===== config.mk =====
export PLATFORM = sky130hd
export DESIGN_NAME = axil_bar_master
export DESIGN_NICKNAME = d
export VERILOG_FILES = /design/src/rtl/axil_bar_master.sv
export SDC_FILE = /design/constraint.sdc
export NUM_CORES = 1
export LEC_CHECK = 0
export BUFFER_PORTS_ARGS = -buffer_cell sky130_fd_sc_hd__buf_2
export CORE_AREA = 2 2 118 120
export CTS_BUF_LIST = sky130_fd_sc_hd__clkbuf_4 sky130_fd_sc_hd__clkbuf_8 sky130_fd_sc_hd__clkbuf_16
export CTS_CLUSTER_DIAMETER = 60
export CTS_CLUSTER_SIZE = 40
export DETAILED_ROUTE_END_ITERATION = 8
export DIE_AREA = 0 0 120 122
export PLACE_DENSITY = 0.71
export SYNTH_ARGS = -nofsm -noshare
export SYNTH_HDL_FRONTEND = slang
export SYNTH_SLANG_ARGS = --single-unit

===== constraint.sdc =====
create_clock -name M_AXI_ACLK -period 1.7 [get_ports M_AXI_ACLK]
set_input_delay 0.17 -clock M_AXI_ACLK [delete_from_list [all_inputs] [get_ports M_AXI_ACLK]]
set_output_delay 0.17 -clock M_AXI_ACLK [all_outputs]
set_load 0.01 [all_outputs]

===== src/rtl/axil_bar_master.sv =====
// AXI4-Lite master translating BAR-relative word requests into AXI byte-address transactions.
// Optional build macro AXIL_BAR_MASTER_TIMEOUT_EN adds per-channel timeouts, FLUSH states and timeout_err.
module axil_bar_master #(
  parameter int           DATA_W      = 32,
  parameter int           NUM_BARS    = 4,
  parameter logic [127:0] BAR_ADDR    = {32'h40000000, 32'h30000000, 32'h20000000, 32'h10000000},
  parameter logic [127:0] BAR_MASK    = {4{32'hFFFF8000}},
  parameter int           TIMEOUT_CYC = 1024
) (
  input  logic                  M_AXI_ACLK,
  input  logic                  M_AXI_ARESETN,
  input  logic                  rd_req_valid,
  output logic                  rd_req_ready,
  input  logic [31:0]           rd_addr,
  output logic [DATA_W-1:0]     rd_data,
  output logic [1:0]            rd_resp,
  output logic                  rd_data_valid,
  input  logic                  wr_req_valid,
  output logic                  wr_req_ready,
  input  logic [31:0]           wr_addr,
  input  logic [DATA_W-1:0]     wr_data,
  input  logic [DATA_W/8-1:0]   wr_be,
  output logic                  wr_done,
  output logic [1:0]            wr_resp,
`ifdef AXIL_BAR_MASTER_TIMEOUT_EN
  output logic                  timeout_err,
`endif
  output logic [1:0]            wr_state_dbg,
  output logic [1:0]            rd_state_dbg,
  output logic [31:0]           M_AXI_AWADDR,
  output logic [2:0]            M_AXI_AWPROT,
  output logic                  M_AXI_AWVALID,
  input  logic                  M_AXI_AWREADY,
  output logic [DATA_W-1:0]     M_AXI_WDATA,
  output logic [DATA_W/8-1:0]   M_AXI_WSTRB,
  output logic                  M_AXI_WVALID,
  input  logic                  M_AXI_WREADY,
  input  logic [1:0]            M_AXI_BRESP,
  input  logic                  M_AXI_BVALID,
  output logic                  M_AXI_BREADY,
  output logic [31:0]           M_AXI_ARADDR,
  output logic [2:0]            M_AXI_ARPROT,
  output logic                  M_AXI_ARVALID,
  input  logic                  M_AXI_ARREADY,
  input  logic [DATA_W-1:0]     M_AXI_RDATA,
  input  logic [1:0]            M_AXI_RRESP,
  input  logic                  M_AXI_RVALID,
  output logic                  M_AXI_RREADY
);
  // Handshake rule: a transfer happens on the rising edge where VALID && READY are both high;
  // VALID never depends on READY and is held until that edge.
  localparam int         STRB_W = DATA_W / 8;
  localparam int         LSB    = $clog2(STRB_W);
  localparam logic [2:0] NB     = 3'(NUM_BARS);

  typedef enum logic [1:0] {
    W_IDLE, W_AW_W, W_B
`ifdef AXIL_BAR_MASTER_TIMEOUT_EN
    , W_FLUSH
`endif
  } wr_state_t;
  typedef enum logic [1:0] {
    R_IDLE, R_AR, R_R
`ifdef AXIL_BAR_MASTER_TIMEOUT_EN
    , R_FLUSH
`endif
  } rd_state_t;

  function automatic logic [31:0] xlate(input logic [31:0] a);
    logic [31:0] b;
    logic [6:0]  base;
    base = {a[31:30], 5'b00000};
    b    = {2'b00, a[29:0]} << LSB;
    return (b & ~BAR_MASK[base +: 32]) | BAR_ADDR[base +: 32];
  endfunction

  wr_state_t           wr_state_q, wr_state_d;
  rd_state_t           rd_state_q, rd_state_d;
  logic                awvalid_q, awvalid_d, wvalid_q, wvalid_d, arvalid_q, arvalid_d;
  logic [31:0]         awaddr_q, awaddr_d, araddr_q, araddr_d;
  logic [DATA_W-1:0]   wdata_q, wdata_d, rd_data_q, rd_data_d;
  logic [STRB_W-1:0]   wstrb_q, wstrb_d;
  logic                wr_done_q, wr_done_d, rd_valid_q, rd_valid_d;
  logic [1:0]          wr_resp_q, wr_resp_d, rd_resp_q, rd_resp_d;

  assign wr_req_ready  = (wr_state_q == W_IDLE) && M_AXI_ARESETN;
  assign rd_req_ready  = (rd_state_q == R_IDLE) && M_AXI_ARESETN;
  assign M_AXI_AWADDR  = awaddr_q;
  assign M_AXI_AWPROT  = 3'b000;
  assign M_AXI_AWVALID = awvalid_q;
  assign M_AXI_WDATA   = wdata_q;
  assign M_AXI_WSTRB   = wstrb_q;
  assign M_AXI_WVALID  = wvalid_q;
  assign M_AXI_ARADDR  = araddr_q;
  assign M_AXI_ARPROT  = 3'b001;
  assign M_AXI_ARVALID = arvalid_q;
  assign wr_done       = wr_done_q;
  assign wr_resp       = wr_resp_q;
  assign rd_data       = rd_data_q;
  assign rd_resp       = rd_resp_q;
  assign rd_data_valid = rd_valid_q;
  assign wr_state_dbg  = wr_state_q;
  assign rd_state_dbg  = rd_state_q;

`ifdef AXIL_BAR_MASTER_TIMEOUT_EN
  localparam int CNT_W = $clog2(TIMEOUT_CYC + 1);
  logic [CNT_W-1:0] wcnt_q, wcnt_d, rcnt_q, rcnt_d;
  logic             wr_to, rd_to, to_err_q;
  assign timeout_err  = to_err_q;
  // During a flush the response channel opens only after the address/data beats have gone out.
  assign M_AXI_BREADY = (wr_state_q == W_B) || (wr_state_q == W_FLUSH && !awvalid_q && !wvalid_q);
  assign M_AXI_RREADY = (rd_state_q == R_R) || (rd_state_q == R_FLUSH && !arvalid_q);
`else
  assign M_AXI_BREADY = (wr_state_q == W_B);
  assign M_AXI_RREADY = (rd_state_q == R_R);
`endif

  always_comb begin
    wr_state_d = wr_state_q;
    awvalid_d  = awvalid_q;
    wvalid_d   = wvalid_q;
    awaddr_d   = awaddr_q;
    wdata_d    = wdata_q;
    wstrb_d    = wstrb_q;
    wr_done_d  = 1'b0;
    wr_resp_d  = wr_resp_q;
`ifdef AXIL_BAR_MASTER_TIMEOUT_EN
    wcnt_d = wcnt_q + 1'b1;
    wr_to  = 1'b0;
`endif
    case (wr_state_q)
      W_IDLE: begin
        if (wr_req_valid && wr_req_ready) begin
          if ({1'b0, wr_addr[31:30]} >= NB) begin
            wr_done_d = 1'b1;
            wr_resp_d = 2'b11;
          end else begin
            wr_state_d = W_AW_W;
            awvalid_d  = 1'b1;
            wvalid_d   = 1'b1;
            awaddr_d   = xlate(wr_addr);
            wdata_d    = wr_data;
            wstrb_d    = wr_be;
`ifdef AXIL_BAR_MASTER_TIMEOUT_EN
            wcnt_d = '0;
`endif
          end
        end
      end
      W_AW_W: begin
        if (M_AXI_AWREADY) awvalid_d = 1'b0;
        if (M_AXI_WREADY)  wvalid_d  = 1'b0;
        if (!awvalid_d && !wvalid_d) wr_state_d = W_B;
      end
      W_B: begin
        if (M_AXI_BVALID) begin
          wr_state_d = W_IDLE;
          wr_done_d  = 1'b1;
          wr_resp_d  = M_AXI_BRESP;
        end
      end
`ifdef AXIL_BAR_MASTER_TIMEOUT_EN
      W_FLUSH: begin
        if (M_AXI_AWREADY) awvalid_d = 1'b0;
        if (M_AXI_WREADY)  wvalid_d  = 1'b0;
        if (M_AXI_BREADY && M_AXI_BVALID) wr_state_d = W_IDLE;
      end
`endif
      default: wr_state_d = W_IDLE;
    endcase
`ifdef AXIL_BAR_MASTER_TIMEOUT_EN
    if ((wr_state_q == W_AW_W || wr_state_q == W_B) && wr_state_d != W_IDLE &&
        wcnt_q == CNT_W'(TIMEOUT_CYC - 1)) begin
      wr_state_d = W_FLUSH;
      wr_done_d  = 1'b1;
      wr_resp_d  = 2'b10;
      wr_to      = 1'b1;
    end
`endif
  end

  always_comb begin
    rd_state_d = rd_state_q;
    arvalid_d  = arvalid_q;
    araddr_d   = araddr_q;
    rd_data_d  = rd_data_q;
    rd_resp_d  = rd_resp_q;
    rd_valid_d = 1'b0;
`ifdef AXIL_BAR_MASTER_TIMEOUT_EN
    rcnt_d = rcnt_q + 1'b1;
    rd_to  = 1'b0;
`endif
    case (rd_state_q)
      R_IDLE: begin
        if (rd_req_valid && rd_req_ready) begin
          if ({1'b0, rd_addr[31:30]} >= NB) begin
            rd_valid_d = 1'b1;
            rd_resp_d  = 2'b11;
            rd_data_d  = '0;
          end else begin
            rd_state_d = R_AR;
            arvalid_d  = 1'b1;
            araddr_d   = xlate(rd_addr);
`ifdef AXIL_BAR_MASTER_TIMEOUT_EN
            rcnt_d = '0;
`endif
          end
        end
      end
      R_AR: begin
        if (M_AXI_ARREADY) begin
          arvalid_d  = 1'b0;
          rd_state_d = R_R;
        end
      end
      R_R: begin
        if (M_AXI_RVALID) begin
          rd_state_d = R_IDLE;
          rd_valid_d = 1'b1;
          rd_data_d  = M_AXI_RDATA;
          rd_resp_d  = M_AXI_RRESP;
        end
      end
`ifdef AXIL_BAR_MASTER_TIMEOUT_EN
      R_FLUSH: begin
        if (M_AXI_ARREADY) arvalid_d = 1'b0;
        if (M_AXI_RREADY && M_AXI_RVALID) rd_state_d = R_IDLE;
      end
`endif
      default: rd_state_d = R_IDLE;
    endcase
`ifdef AXIL_BAR_MASTER_TIMEOUT_EN
    if ((rd_state_q == R_AR || rd_state_q == R_R) && rd_state_d != R_IDLE &&
        rcnt_q == CNT_W'(TIMEOUT_CYC - 1)) begin
      rd_state_d = R_FLUSH;
      rd_valid_d = 1'b1;
      rd_resp_d  = 2'b10;
      rd_data_d  = '0;
      rd_to      = 1'b1;
    end
`endif
  end

  always_ff @(posedge M_AXI_ACLK or negedge M_AXI_ARESETN) begin
    if (!M_AXI_ARESETN) begin
      wr_state_q <= W_IDLE;
      rd_state_q <= R_IDLE;
      awvalid_q  <= 1'b0;
      wvalid_q   <= 1'b0;
      arvalid_q  <= 1'b0;
      awaddr_q   <= '0;
      araddr_q   <= '0;
      wdata_q    <= '0;
      wstrb_q    <= '0;
      rd_data_q  <= '0;
      wr_done_q  <= 1'b0;
      rd_valid_q <= 1'b0;
      wr_resp_q  <= 2'b00;
      rd_resp_q  <= 2'b00;
`ifdef AXIL_BAR_MASTER_TIMEOUT_EN
      wcnt_q   <= '0;
      rcnt_q   <= '0;
      to_err_q <= 1'b0;
`endif
    end else begin
      wr_state_q <= wr_state_d;
      rd_state_q <= rd_state_d;
      awvalid_q  <= awvalid_d;
      wvalid_q   <= wvalid_d;
      arvalid_q  <= arvalid_d;
      awaddr_q   <= awaddr_d;
      araddr_q   <= araddr_d;
      wdata_q    <= wdata_d;
      wstrb_q    <= wstrb_d;
      rd_data_q  <= rd_data_d;
      wr_done_q  <= wr_done_d;
      rd_valid_q <= rd_valid_d;
      wr_resp_q  <= wr_resp_d;
      rd_resp_q  <= rd_resp_d;
`ifdef AXIL_BAR_MASTER_TIMEOUT_EN
      wcnt_q   <= wcnt_d;
      rcnt_q   <= rcnt_d;
      to_err_q <= to_err_q | wr_to | rd_to;
`endif
    end
  end
endmodule

* Yosys cells after proc, flatten, opt, wreduce, memory -nomap -nowiden
Index checks and enable logic that the tools add are counted.
Storage, ports and cells: bits in registers 145, input bits 145, output and inout bits 155, word-level logic and storage cells 75
Cells by class: equal/unequal tests 10, shift operators 4, multiplexer cells 22, bitwise gates (word level) 6, reductions and logical operators 19
Operators with widths (count):
- $shiftx 128x8->32 const A | 4
- $and 32x32->32 | 2
- $not 32->32 | 2
- $or 32x32->32 | 2
- $mux 2 | 6
- $pmux 2 s3 | 2
- $mux 1 | 11
- $reduce_and 2->1 | 5
- $reduce_and 3->1 | 3
- $ne 2x2->1 const B | 4
- $pmux 1 s2 | 3
- $logic_and 1x1->1 | 5
- $eq 2x1->1 const B | 2
- $eq 2x2->1 const B | 2
- $logic_not 2->1 | 2
- $ne 2x1->1 const B | 2
- $reduce_bool 2->1 | 2
- $logic_not 1->1 | 2

* Depth between registers and ports, before layout
depth after elaboration 6, mapped depth 5, mapped depth without buffers 3

* Worst setup path before layout
OpenSTA, ideal clock, no wires.
kind register to register, start point register wr_state_q[0] (netlist: wr_state_dbg[0]), end point register wdata_q[28] (netlist: M_AXI_WDATA[28]), library setup time 125 ps, arrival time 1495 ps, data required time 1575 ps, path slack 80 ps, cell stages (with the launch flop) 6, path buffers 2, clock period less this slack 1620 ps, cells stage by stage dfrtp_1 -> nor3b_2 -> and2_4 -> buf_12 -> buf_12 -> mux2_2
On the way: longest elaborated chain between the ends 4
RTL lines:
- start, declared | RTL line 77 | wr_state_t wr_state_q, wr_state_d;
- start signal, assigned | RTL line 266 | wr_state_q <= wr_state_d;
- $logic_not 2->1 | RTL line 86 | assign wr_req_ready = (wr_state_q == W_IDLE) && M_AXI_ARESETN;
- $logic_and 1x1->1 | RTL line 86
- net wr_req_ready | RTL line 19 | output logic wr_req_ready,
- $logic_and 1x1->1 | RTL line 133 | if (wr_req_valid && wr_req_ready) begin
- $reduce_and 2->1 (no line)
- end signal, assigned | RTL line 273 | wdata_q <= wdata_d;
- end, declared | RTL line 81 | logic [DATA_W-1:0] wdata_q, wdata_d, rd_data_q, rd_data_d;
The timed path passes the listed nets, and every way through them passes these cells. A chain may end at the register's enable or synchronous reset.

* Worst setup path in the final report
start point input port M_AXI_ARESETN, end point register wdata_q[23] (netlist: M_AXI_WDATA[23])
On the way: longest elaborated chain between the ends 3
RTL lines:
- start, declared | RTL line 11 | input logic M_AXI_ARESETN,
- $logic_and 1x1->1 | RTL line 86
- $logic_and 1x1->1 | RTL line 133
- $reduce_and 2->1 (no line)
No other way between the ends.

==> summary.md <==
| Metric | Value |
|---|---|
| CP delay by family, top | `buffers and inverters` |
| Fin nets | `788` |
| Ys Warns | `0` |
| Setup Buffers After CTS | `0` |
| Design Area, Final | `7400 um^2` |
| PwrDens | `1600 nW/um^2` |
| Row cnt | `43` |
| Hold Path Class | `input pin to flop` |
| P&R area growth vs syn | `57.0%` |
| Slowest cell on crit path | `dlygate4sd3_1` |
| GRT Overall Usage | `0.162` |
| Hold WS | `0.0470 ns` |
| Unrepaired setup endpoints after global routing | `no` |
| HPWL after detailed placement | `7290 um` |
| Final Power | `11.9 mW` |
| CTS tree | `yes` |
| Gr ovfl total | `0` |
| Mean Syn Cell Area | `15.7 um^2` |
| Mapped Area | `4710 um^2` |
| Worst slew pin tran | `0.818 ns` |
| Worst EP arrival | `1.82 ns` |
| CP Capture Type | `flop` |
| Worst-path maximum fanout | `31` |
| Initial Util | `0.349` |
| Io pins | `300` |
| Setup Skew | `0.00688 ns` |
| Core area | `13500 um^2` |
| DRC Markers | `0` |
| Share of cells above drive strength 1 | `0.563` |
| Reg-to-reg slack, setup | `0.17 ns` |
| DIE HEIGHT | `122 um` |
| # H-tree levels | `4` |
| Final setup viols | `0` |
| Fmax | `650 MHz` |
| DP Area | `5850 um^2` |
| Drt total wl | `11800 um` |
| Critical path buffers and inverters | `3` |
| # port buffers | `227` |
| Reg clk slew, reported paths | `0.05 ns` |
| Util after Layout | `0.548` |
| CTS buffer count | `17` |
| CP Cell Sequence | `dlygate4sd3_1 -> buf_4 -> nor3b_2 -> and2_4 -> buf_12 -> mux2_2` |
| Via Count | `3528` |
| Leakage | `3.72 nW` |
| First-pass GRT wire length | `18300 um` |
| Register area share after synthesis | `0.600` |
| DR iter-0 viols | `115` |
| Max Cap Viol | `0` |
| GP Congestion | `0.711` |
| Antenna viol nets, final | `0` |
| Vias in the first global route | `3776` |
| Sink Count | `113` |
| Critical Path Max Stage Delay | `0.54 ns` |
| Worst ir drop on vdd | `0.000752 V` |
| Clock Path Buffers | `2` |
| Setup TNS | `0 ns` |
| WL per Instance | `14.2 um` |
| WS Path Type | `input pin to flop` |
| Slew Limit Fails | `0` |
| Largest net degree at the start of global routing | `67` |
| Share of the cycle needed by the critical path after routing | `0.905` |
| Required time of the critical path | `1.98 ns` |
| Root Buffer | `clkbuf_16` |
| DRT Pass-1 Iters | `4` |
| Synthesized instance count | `300` |
| Fill count | `1110` |
| Yosys cell types | `27` |
| Die Area | `14600 um^2` |
| Worst skew pair latency | `0.40 ns` |
| Die width | `120 um` |
| Max-slew headroom | `0.455` |
| Outcome | `finished, final reports clean` |
| Post-layout min period | `1.54 ns` |
| N_diodes | `0` |
| CP Launch Type | `input pin` |
| Vias per cell | `4.24` |
| Seq cells post-synth | `113` |
| Final Hold Fails | `0` |
| Initial antenna violation count | `0` |
worst paths after layout:
check                            startpoint               end  depth (start not counted)
min reg2reg                M_AXI_ARADDR[13]  M_AXI_ARADDR[13]                          1
max                           M_AXI_ARESETN   M_AXI_WDATA[23]                          6
min                            M_AXI_BVALID   wr_state_dbg[1]                          3
min in group asynchronous     M_AXI_ARESETN   M_AXI_AWADDR[8]                          3
max in group asynchronous     M_AXI_ARESETN     M_AXI_AWVALID                          3
max reg2reg                 wr_state_dbg[0]   M_AXI_WDATA[23]                          4
flip-flops by register name, indices dropped and copies added (netlist names), 2 cells and up:
| register | cells |
|---|---|
| rd_state_dbg | 2 |
| M_AXI_WSTRB | 4 |
| rd_resp | 2 |
| wr_resp | 2 |
| rd_data | 32 |
| M_AXI_ARADDR | 16 |
| M_AXI_WDATA | 32 |
| M_AXI_AWADDR | 16 |
| wr_state_dbg | 2 |
layout by cell type (no fill, tap or decap), types with 4 or more instances in the layout:
cell type / count
clkinv_2: 5
buf_2: 226
clkbuf_16: 17
clkbuf_8: 4
mux2_4: 9
inv_1: 8
conb_1: 38
a21o_1: 4
dlygate4sd3_1: 102
dfrtp_1: 113
mux2_1: 4
mux2_2: 89
buf_12: 4
layout make-up:
type	instances	area [um^2]	area share
sequential	113	2830	0.382
timing repair buffer	335	2250	0.305
multi-input combinational	166	1530	0.207
clock buffer	24	503	0.0680
tap	180	225	0.0304
clock inverter	6	32.5	0.00439
inverter	8	30.0	0.00406
worst reg2reg max path, cell delays in order (launching register included):
cell     delay [ns]
dfrtp_1        0.42
nor3b_2        0.21
and2_4         0.20
buf_12         0.21
mux2_2         0.38
cell families (layout without fill, tap and decap cells):
group | Yosys count | after routing | synth area share
compound gates | 7 | 7 | 0.0106
fa+ha+maj | 2 | 2 | 0.00531
buf+inv | 57 | 373 | 0.104
flops | 113 | 113 | 0.600
mux | 104 | 104 | 0.255
other cells | 2 | 38 | 0.00159
simple gates | 15 | 15 | 0.0231
metal layers:
metal,track usage,share of wire,up-vias
li1,-,-,1642
met2,0.313,0.57,137
met1,0.158,0.36,1732
met3,0.0538,0.052,17
met5,0,0,-
met4,0.0654,0.018,0
power by group:
group	leakage [nW]	switching (mW)	total, mW	internal [mW]
clock network	0.272	1.12	3.15	2.03
logic	2.10	1.88	4.11	2.23
registers	1.35	0.651	4.61	3.96
cell usage after synthesis:
| library cell | count | share of area |
|---|---|---|
| a21o_1 | 4 | 0.0064 |
| and2_1 | 1 | 0.0013 |
| and2_4 | 1 | 0.0019 |
| and2b_1 | 1 | 0.0016 |
| and2b_2 | 1 | 0.0019 |
| buf_12 | 6 | 0.025 |
| buf_4 | 38 | 0.061 |
| buf_6 | 5 | 0.012 |
| conb_1 | 2 | 0.0016 |
| dfrtp_1 | 113 | 0.60 |
| ha_1 | 2 | 0.0053 |
| inv_1 | 8 | 0.0064 |
| mux2_1 | 4 | 0.0096 |
| mux2_2 | 89 | 0.21 |
| mux2_4 | 9 | 0.029 |
| mux2i_1 | 2 | 0.0042 |
| nand2_1 | 3 | 0.0024 |
| nand2_2 | 1 | 0.0013 |
| nand3b_1 | 1 | 0.0016 |
| nor2b_1 | 1 | 0.0013 |
| nor3b_1 | 1 | 0.0016 |
| nor3b_2 | 2 | 0.0053 |
| o21ai_0 | 1 | 0.0011 |
| o22ai_1 | 1 | 0.0013 |
| o2bb2ai_1 | 1 | 0.0019 |
| or2_2 | 1 | 0.0013 |
| or2b_1 | 1 | 0.0016 |
what timing repair did:
item / in CTS / in global routing
endpoints found under the setup margin: 0 / 0
endpoints found under the hold margin: 147 / 1
resized for setup: 0 / 0
hold buffers: 101 / 1
through the flow:
stage	setup WS (ns)	cells
after floorplan	0.0804	336
after global placement	0.187	700
after detailed placement	0.170	700
after CTS	0.158	831
after global routing	0.111	832
final	0.162	832
Power figures use the tool's default switching activity.
